===== src/rtl/div_issue_hilo_pkg.sv =====
// Shared CPU definitions for the divide issue stage: datapath width, issue FSM
// states and the multiply/divide unit decode bit layout used by the decoder.
package div_issue_hilo_pkg;

    localparam int DIV_WIDTH = 32;

    typedef enum logic {
        IDLE = 1'b0,
        BUSY = 1'b1
    } div_state_e;

    // Bit positions of the HI/LO-unit decode vector, shared with the decoder
    localparam int OP_MTLO_BIT = 0;
    localparam int OP_MTHI_BIT = 1;
    localparam int OP_DIVU_BIT = 2;
    localparam int OP_DIV_BIT  = 3;
    localparam int OP_BITS     = 4;

    typedef logic [OP_BITS-1:0] mdu_op_t;

    function automatic mdu_op_t pack_mdu_op(input logic is_div,
                                            input logic is_divu,
                                            input logic is_mthi,
                                            input logic is_mtlo);
        mdu_op_t op;
        op              = '0;
        op[OP_DIV_BIT]  = is_div;
        op[OP_DIVU_BIT] = is_divu;
        op[OP_MTHI_BIT] = is_mthi;
        op[OP_MTLO_BIT] = is_mtlo;
        return op;
    endfunction

    function automatic logic op_is_divide(input mdu_op_t op);
        return op[OP_DIV_BIT] | op[OP_DIVU_BIT];
    endfunction

endpackage


===== src/rtl/div_issue_hilo_hilo_regs.sv =====
// HI/LO architectural registers with a divide-writeback port and an MTHI/MTLO port.
module hilo_regs
    import div_issue_hilo_pkg::*;
#(
    parameter int WIDTH = DIV_WIDTH
) (
    input  logic             clk_i,
    input  logic             rst_ni,
    input  logic             wb_we_i,
    input  logic [WIDTH-1:0] wb_hi_i,
    input  logic [WIDTH-1:0] wb_lo_i,
    input  logic             mt_hi_we_i,
    input  logic             mt_lo_we_i,
    input  logic [WIDTH-1:0] mt_data_i,
    output logic [WIDTH-1:0] hi_o,
    output logic [WIDTH-1:0] lo_o
);

    logic [WIDTH-1:0] hi_q, hi_d;
    logic [WIDTH-1:0] lo_q, lo_d;

    // Writeback only happens while a divide is busy and MT* only while idle,
    // so the two ports never collide; writeback is given priority regardless.
    always_comb begin
        hi_d = hi_q;
        lo_d = lo_q;
        if (wb_we_i) begin
            hi_d = wb_hi_i;
            lo_d = wb_lo_i;
        end else begin
            if (mt_hi_we_i) begin
                hi_d = mt_data_i;
            end
            if (mt_lo_we_i) begin
                lo_d = mt_data_i;
            end
        end
    end

    always_ff @(posedge clk_i or negedge rst_ni) begin
        if (!rst_ni) begin
            hi_q <= '0;
            lo_q <= '0;
        end else begin
            hi_q <= hi_d;
            lo_q <= lo_d;
        end
    end

    assign hi_o = hi_q;
    assign lo_o = lo_q;

endmodule


===== src/rtl/div_issue_hilo.sv =====
// Execute-stage front end of the iterative divider: issues DIV/DIVU, stalls EX
// while the divide runs, and owns the HI/LO registers (also written by MTHI/MTLO).
module div_issue_hilo
    import div_issue_hilo_pkg::*;
#(
    parameter int WIDTH = DIV_WIDTH
) (
    input  logic             clk,
    input  logic             resetn,
    input  logic             ex_valid,
    input  logic             ex_div,
    input  logic             ex_divu,
    input  logic             ex_mthi,
    input  logic             ex_mtlo,
    input  logic             ex_flush,
    input  logic [WIDTH-1:0] ex_rs,
    input  logic [WIDTH-1:0] ex_rt,
    output logic             ex_stall,
    output logic             div_start,
    output logic             div_signed,
    output logic [WIDTH-1:0] div_x,
    output logic [WIDTH-1:0] div_y,
    input  logic [WIDTH-1:0] div_s,
    input  logic [WIDTH-1:0] div_r,
    input  logic             div_complete,
    output logic [WIDTH-1:0] hi,
    output logic [WIDTH-1:0] lo
);

    div_state_e       state_q;
    logic             start_q;
    logic             signed_q;
    logic [WIDTH-1:0] x_q;
    logic [WIDTH-1:0] y_q;

    mdu_op_t op;
    logic    ex_live;
    logic    busy;
    logic    issue;
    logic    wb_we;
    logic    mt_hi_we;
    logic    mt_lo_we;

    always_comb begin
        op       = pack_mdu_op(ex_div, ex_divu, ex_mthi, ex_mtlo);
        ex_live  = ex_valid & ~ex_flush;
        busy     = (state_q == BUSY);
        issue    = ex_live & op_is_divide(op);
        // A flush on the complete cycle kills the writeback
        wb_we    = busy & div_complete & ~ex_flush;
        mt_hi_we = ~busy & ex_live & ~op_is_divide(op) & op[OP_MTHI_BIT];
        mt_lo_we = ~busy & ex_live & ~op_is_divide(op) & op[OP_MTLO_BIT];
    end

    // The divide leaves EX on the writeback edge, so stall drops on the complete cycle
    assign ex_stall = resetn & ((~busy & issue) | (busy & ~div_complete));

    // Issue FSM; dropping start on every return to IDLE lets the divider's counter clear
    always_ff @(posedge clk or negedge resetn) begin
        if (!resetn) begin
            state_q  <= IDLE;
            start_q  <= 1'b0;
            signed_q <= 1'b0;
            x_q      <= '0;
            y_q      <= '0;
        end else begin
            case (state_q)
                IDLE: begin
                    if (issue) begin
                        x_q      <= ex_rs;
                        y_q      <= ex_rt;
                        signed_q <= ex_div;
                        start_q  <= 1'b1;
                        state_q  <= BUSY;
                    end
                end
                BUSY: begin
                    if (ex_flush || div_complete) begin
                        start_q <= 1'b0;
                        state_q <= IDLE;
                    end
                end
                default: begin
                    start_q <= 1'b0;
                    state_q <= IDLE;
                end
            endcase
        end
    end

    assign div_start  = start_q;
    assign div_signed = signed_q;
    assign div_x      = x_q;
    assign div_y      = y_q;

    hilo_regs #(
        .WIDTH(WIDTH)
    ) u_hilo (
        .clk_i     (clk),
        .rst_ni    (resetn),
        .wb_we_i   (wb_we),
        .wb_hi_i   (div_r),
        .wb_lo_i   (div_s),
        .mt_hi_we_i(mt_hi_we),
        .mt_lo_we_i(mt_lo_we),
        .mt_data_i (ex_rs),
        .hi_o      (hi),
        .lo_o      (lo)
    );

    a_busy_drives_start : assert property (
        @(posedge clk) disable iff (!resetn) busy |-> div_start);

    a_operands_hold : assert property (
        @(posedge clk) disable iff (!resetn)
        (busy && !ex_flush && !div_complete) |=>
        (div_start && div_x == $past(div_x) && div_y == $past(div_y)));

    a_start_drops_after_wb : assert property (
        @(posedge clk) disable iff (!resetn) wb_we |=> !div_start);

endmodule


===== config.mk =====
export PLATFORM = sky130hd
export DESIGN_NAME = div_issue_hilo
export DESIGN_NICKNAME = d
export VERILOG_FILES = /design/src/rtl/div_issue_hilo_pkg.sv /design/src/rtl/div_issue_hilo_hilo_regs.sv /design/src/rtl/div_issue_hilo.sv
export SDC_FILE = /design/constraint.sdc
export NUM_CORES = 1
export LEC_CHECK = 0
export ABC_AREA = 1
export ABC_CLOCK_PERIOD_IN_PS = 1100
export CELL_PAD_IN_SITES_DETAIL_PLACEMENT = 1
export CELL_PAD_IN_SITES_GLOBAL_PLACEMENT = 1
export CORE_ASPECT_RATIO = 0.6
export CORE_MARGIN = 10
export CORE_UTILIZATION = 27
export CTS_CLUSTER_SIZE = 25
export DETAILED_ROUTE_END_ITERATION = 10
export PLACE_DENSITY_LB_ADDON = 0.2
export RECOVER_POWER = 25
export SLEW_MARGIN = 20
export SYNTH_ARGS = -nofsm -noshare
export SYNTH_HDL_FRONTEND = slang
export SYNTH_SLANG_ARGS = --single-unit

===== constraint.sdc =====
create_clock -name clk -period 1.1 [get_ports clk]
set_input_delay 0.165 -clock clk [delete_from_list [all_inputs] [get_ports clk]]
set_output_delay 0.165 -clock clk [all_outputs]
set_load 0.02 [all_outputs]

Word-level counts from Yosys, hierarchy flattened --
Cells that the tools add are included.
Word-level totals: bits in registers 131, output and inout bits 131
Operators by class: equality and inequality tests 2, muxes and demuxes 10, bitwise logic cells 17, reduce and logical (&&, ||, !) cells 5
Operator list (count):
- 32-bit two-way mux | 4
- 1-bit bitwise AND | 11
- 1-bit two-way mux | 4
- 1-bit NOT | 4
- 1-bit case mux with 2 select lines | 2
- 2-bit AND reduction | 2
- 2-bit nonzero test | 2
- 2-bit by 1-bit inequality test with 1-bit output (second input constant) | 1
- 2-bit inequality test (second input constant) | 1
- 1-bit OR | 2
- 1-bit logical OR | 1

Logic depth before layout (Yosys ltp) --
word-level depth 7, gate-level depth with buffers 8, depth with buffers taken out 6

Modules after synthesis --
Synthesis repeated with hierarchy kept, for this count alone.
Second synthesis, totals: cells, all modules 659, area total of the unflattened synthesis 5863.1 µm²
By module, submodules not included:
- div_issue_hilo | instances 1, cells each 309, area each 3009.1 µm², seq. area each 1676.6 µm²
- hilo_regs | instances 1, cells each 350, area each 2854.0 µm², seq. area each 1601.5 µm²

Worst setup path after synthesis --
No wires, ideal clock.
path type flip-flop to flip-flop, start register state_q, in the netlist busy, end register x_q[0], in the netlist div_x[0], data arrival time 1.088 ns, required time 0.967 ns, setup slack -0.121 ns, stages on the path, launching flop included 7, cells stage by stage dfrtp_1 -> inv_1 -> nand3_4 -> buf_6 -> buf_6 -> nand2_1 -> o21ai_0
On the way: longest elaborated chain between the ends 2
RTL lines:
- start, declared | line div_issue_hilo.sv:30 | div_state_e state_q;
- start signal, assigned | line div_issue_hilo.sv:61 | state_q <= IDLE;
- start signal, assigned | line div_issue_hilo.sv:74 | state_q <= BUSY;
- start signal, assigned | line div_issue_hilo.sv:80 | state_q <= IDLE;
- 1-bit NOT (no line)
- 2-bit AND reduction (no line)
- end signal, assigned | line div_issue_hilo.sv:70 | x_q <= ex_rs;
- end, declared | line div_issue_hilo.sv:33 | logic [WIDTH-1:0] x_q;
No other way between the ends. A chain may end at the register's enable or synchronous reset.

Worst setup path after layout --
start register state_q, in the netlist busy, end register u_hilo.lo_q[3], in the netlist u_hilo.lo_o[3]
On the way: longest elaborated chain between the ends 5, elaborated cells between the ends (all ways) 8
RTL lines:
- 1-bit NOT (no line)
- 1-bit bitwise AND (3 in series) | line div_issue_hilo.sv:52 | mt_lo_we = ~busy & ex_live & ~op_is_divide(op) & op[OP_MTLO_BIT];
- 2-bit nonzero test (no line)
- end signal, assigned | line div_issue_hilo_hilo_regs.sv:46 | lo_q <= lo_d;
- end, declared | line div_issue_hilo_hilo_regs.sv:20 | logic [WIDTH-1:0] lo_q, lo_d;
Parallel ways exist; a longest one is shown, timed or not.

==> impl_metrics.toml <==
[yosys]
ys_ff_latch = 131
synth_common_cells = "nand2_1 (260), dfrtp_1 (131), o21ai_0 (76)"
synth_top_area_share_pct = 54.1
yosysWarnings = 0
synthFlopType = "dfrtp_1"
yosysSeqAreaShare_pct = 54.1
synth_nets = 851
yosysMostFrequentCell = "nand2_1"
syn-cell-area_um2 = 6060
syn_avg_cell_area_um2 = 8.48
synthArstFlopShare_pct = 100
synth_cells = 714
synth_area_leader_cell = "dfrtp_1"
synth_edf_count = 0
synth_cell_types = 19
synth_top_cells_by_area = "dfrtp_1 (54%), nand2_1 (16%), o21ai_0 (6.3%)"

[finish]
drive_gt1_share_pct = 43.8
nets = 1246
final_area_um2 = 11900
area_delta_synth_final_pct = 96.6
fill_cells = 2436

[place]
place_congestion = 0.775
io_buffers = 267
place_hpwl_um = 18800
placed_cell_area_um2 = 9580

[worst_hold_path]
min_from = "ex_rt[8]"
hold_class = "input port to flop"

[detailed_routing]
wire_per_inst_um = 21.4
antenna_left = 0
num_vias = 6470
drt-total-wl_um = 30100
vias_per_cell = 4.60
dr.first_iter.drc_count = 262
drtPass1Iterations = 5
drc = 0

[global_route]
track_usage_pct = 17.9
antenna_found_initial = 6
grt_pass1_wl_um = 39300
grt-ovfl-total = 0
grt_pass1_vias = 6439
grt_max_degree = 85

[cts]
cts_buffer_depth = 2
clock_sinks = 131
cts_buffers = 17
cts.htree.levels = 4
cts_tree = "built"
root_buffer = "clkbuf_16"
clkLatencyLatePin_ps = 420
clkSlewWorstSetupHoldPaths_ps = 60

[sta]
tightest_slew_ps = 672
final_max_slew_viol_count = 0
max_freq_mhz = 680
hold_viol = 0
skew_ps = 3.84
hold_ws_ps = 277
fin_ws_ps = -371
rsz0062_at_grt = "true"
finalCritPeriodShare_pct = 134
setup_viol = 326
min_period_ps = 1470
slew_headroom_pct = 55.2

[setup_path]
worstSetupPathType = "flop to flop"
start_kind = "flop"
worstPathMaxFanout = 8
startpoint = "busy$_DFF_PN0_"
r2r_start = "busy$_DFF_PN0_"
crit_required_ps = 1460
cp_data_arrival_time_ps = 1830
cp-end-kind = "flop"

[status]
violations = "setup timing"
outcome = "finished with violations"

[pwr]
p_clk_share_pct = 17.7
combPwrFrac_pct = 54.3
internal-power_mw = 19.6
switchingPower_mw = 12.3
p_leak_nw = 5.93
seqPwrFrac_pct = 28.0
peakVddDrop_mv = 1.13
powerDensity_nw_per_um2 = 2690
switching_share_pct = 38.6
power_mw = 32.0

[floorplanning]
core_area_um2 = 22100
die_y_um = 136
rows = 42
fp.dieW_um = 213
start_util_pct = 27.4
ios = 268
die-area_um2 = 29000

[job]
cap_violations = 0
## metrics by stage
| stage | util (%) | setup TNS (ps) | instances | worst slack, ps |
|---|---|---|---|---|
| 3_3_place_gp | 43.4 | -68770 | 1294 | -647 |
| 3_5_place_dp | 43.4 | -70650 | 1294 | -679 |
| 4_1_cts | 48.8 | -41310 | 1355 | -347 |
| 6_report | 53.9 | -46540 | 1407 | -371 |
| 5_1_grt | 53.9 | -71720 | 1406 | -475 |
| 2_1_floorplan | - | -4620 | 714 | -46.7 |
## path summary, 6_finish.rpt
kind                                                to  slack, ps  cells after the start
min reg2reg                      div_y[20]$_DFFE_PN0P_        510                      2
max                         u_hilo.lo_o[3]$_DFFE_PN0P_       -370                      9
min                               div_y[8]$_DFFE_PN0P_        280                      3
min in group asynchronous  u_hilo.lo_o[25]$_DFFE_PN0P_        630                      4
max reg2reg                 u_hilo.lo_o[3]$_DFFE_PN0P_       -370                      9
max in group asynchronous   u_hilo.lo_o[5]$_DFFE_PN0P_        -90                      4
## what timing repair did
action                                 CTS  global route
endpoints found under the hold margin   84             0
setup buffers                           25            33
gates cloned                             5            20
setup endpoints to repair              261           303
pin swaps                                4            50
hold buffers                             1             0
gates resized for setup                747           186
## layout make-up
class,count,area [um2],area share [%]
repair buffers,423,4660,39.1
multi-input cells,465,2750,23.1
clock buffers,26,529,4.45
inverters,71,282,2.36
clock inverters,4,45.0,0.378
diodes,1,2.50,0.0210
well taps,286,358,3.01
flip-flops and latches,131,3280,27.5
## flip-flops by register name (all words and copies together), names as in the netlist
register,cells
busy,1
div_signed,1
div_start,1
div_x,32
div_y,32
u_hilo.hi_o,32
u_hilo.lo_o,32
## routing by layer
metal | wire length (um) | global-route usage (%)
met2 | 14100 | 28.0
met1 | 13300 | 22.8
met4 | 339 | 4.39
met3 | 2270 | 6.92
met5 | 49 | 0
## power groups by stage
stage | Combinational [mW] | Sequential, mW | Clock, mW
final | 17.4 | 8.95 | 5.66
after global routing | 18.5 | 9.21 | 6.04
after CTS | 15.5 | 8.88 | 5.75
after detailed placement | 13.9 | 8.48 | 0
after global placement | 13.8 | 8.37 | 0
after floorplan | 3.41 | 11.3 | 0
## kinds of logic (layout without fill, tap and decap cells)
kind of cell / count (synthesis) / count (layout) / synth area share, %
simple gates: 332 / 332 / 23.1
compound gates: 133 / 133 / 12.6
flops: 131 / 131 / 54.1
buf+inv: 118 / 524 / 10.2
other cells: 0 / 1 / 0
## worst max-delay path, cell delays in order (launching register included)
cell and delay [ps]:
dfrtp_1 390, nand2_2 110, nor2_4 160, buf_6 160
buf_12 160, buf_6 130, nand2_1 50, o21ai_0 100
nand2_1 90, nand2_1 60
## cell usage in the layout (no fill, tap or decap), types with 39 or more instances in the layout
cell type and count:
nand2_1 170, o21ai_2 48, nand2_2 67, inv_1 68
clkdlybuf4s50_1 135, nand3_1 39, buf_6 149, dfrtp_1 131
o21ai_1 45, buf_4 96
No activity file was read; power rests on OpenSTA's default activity.
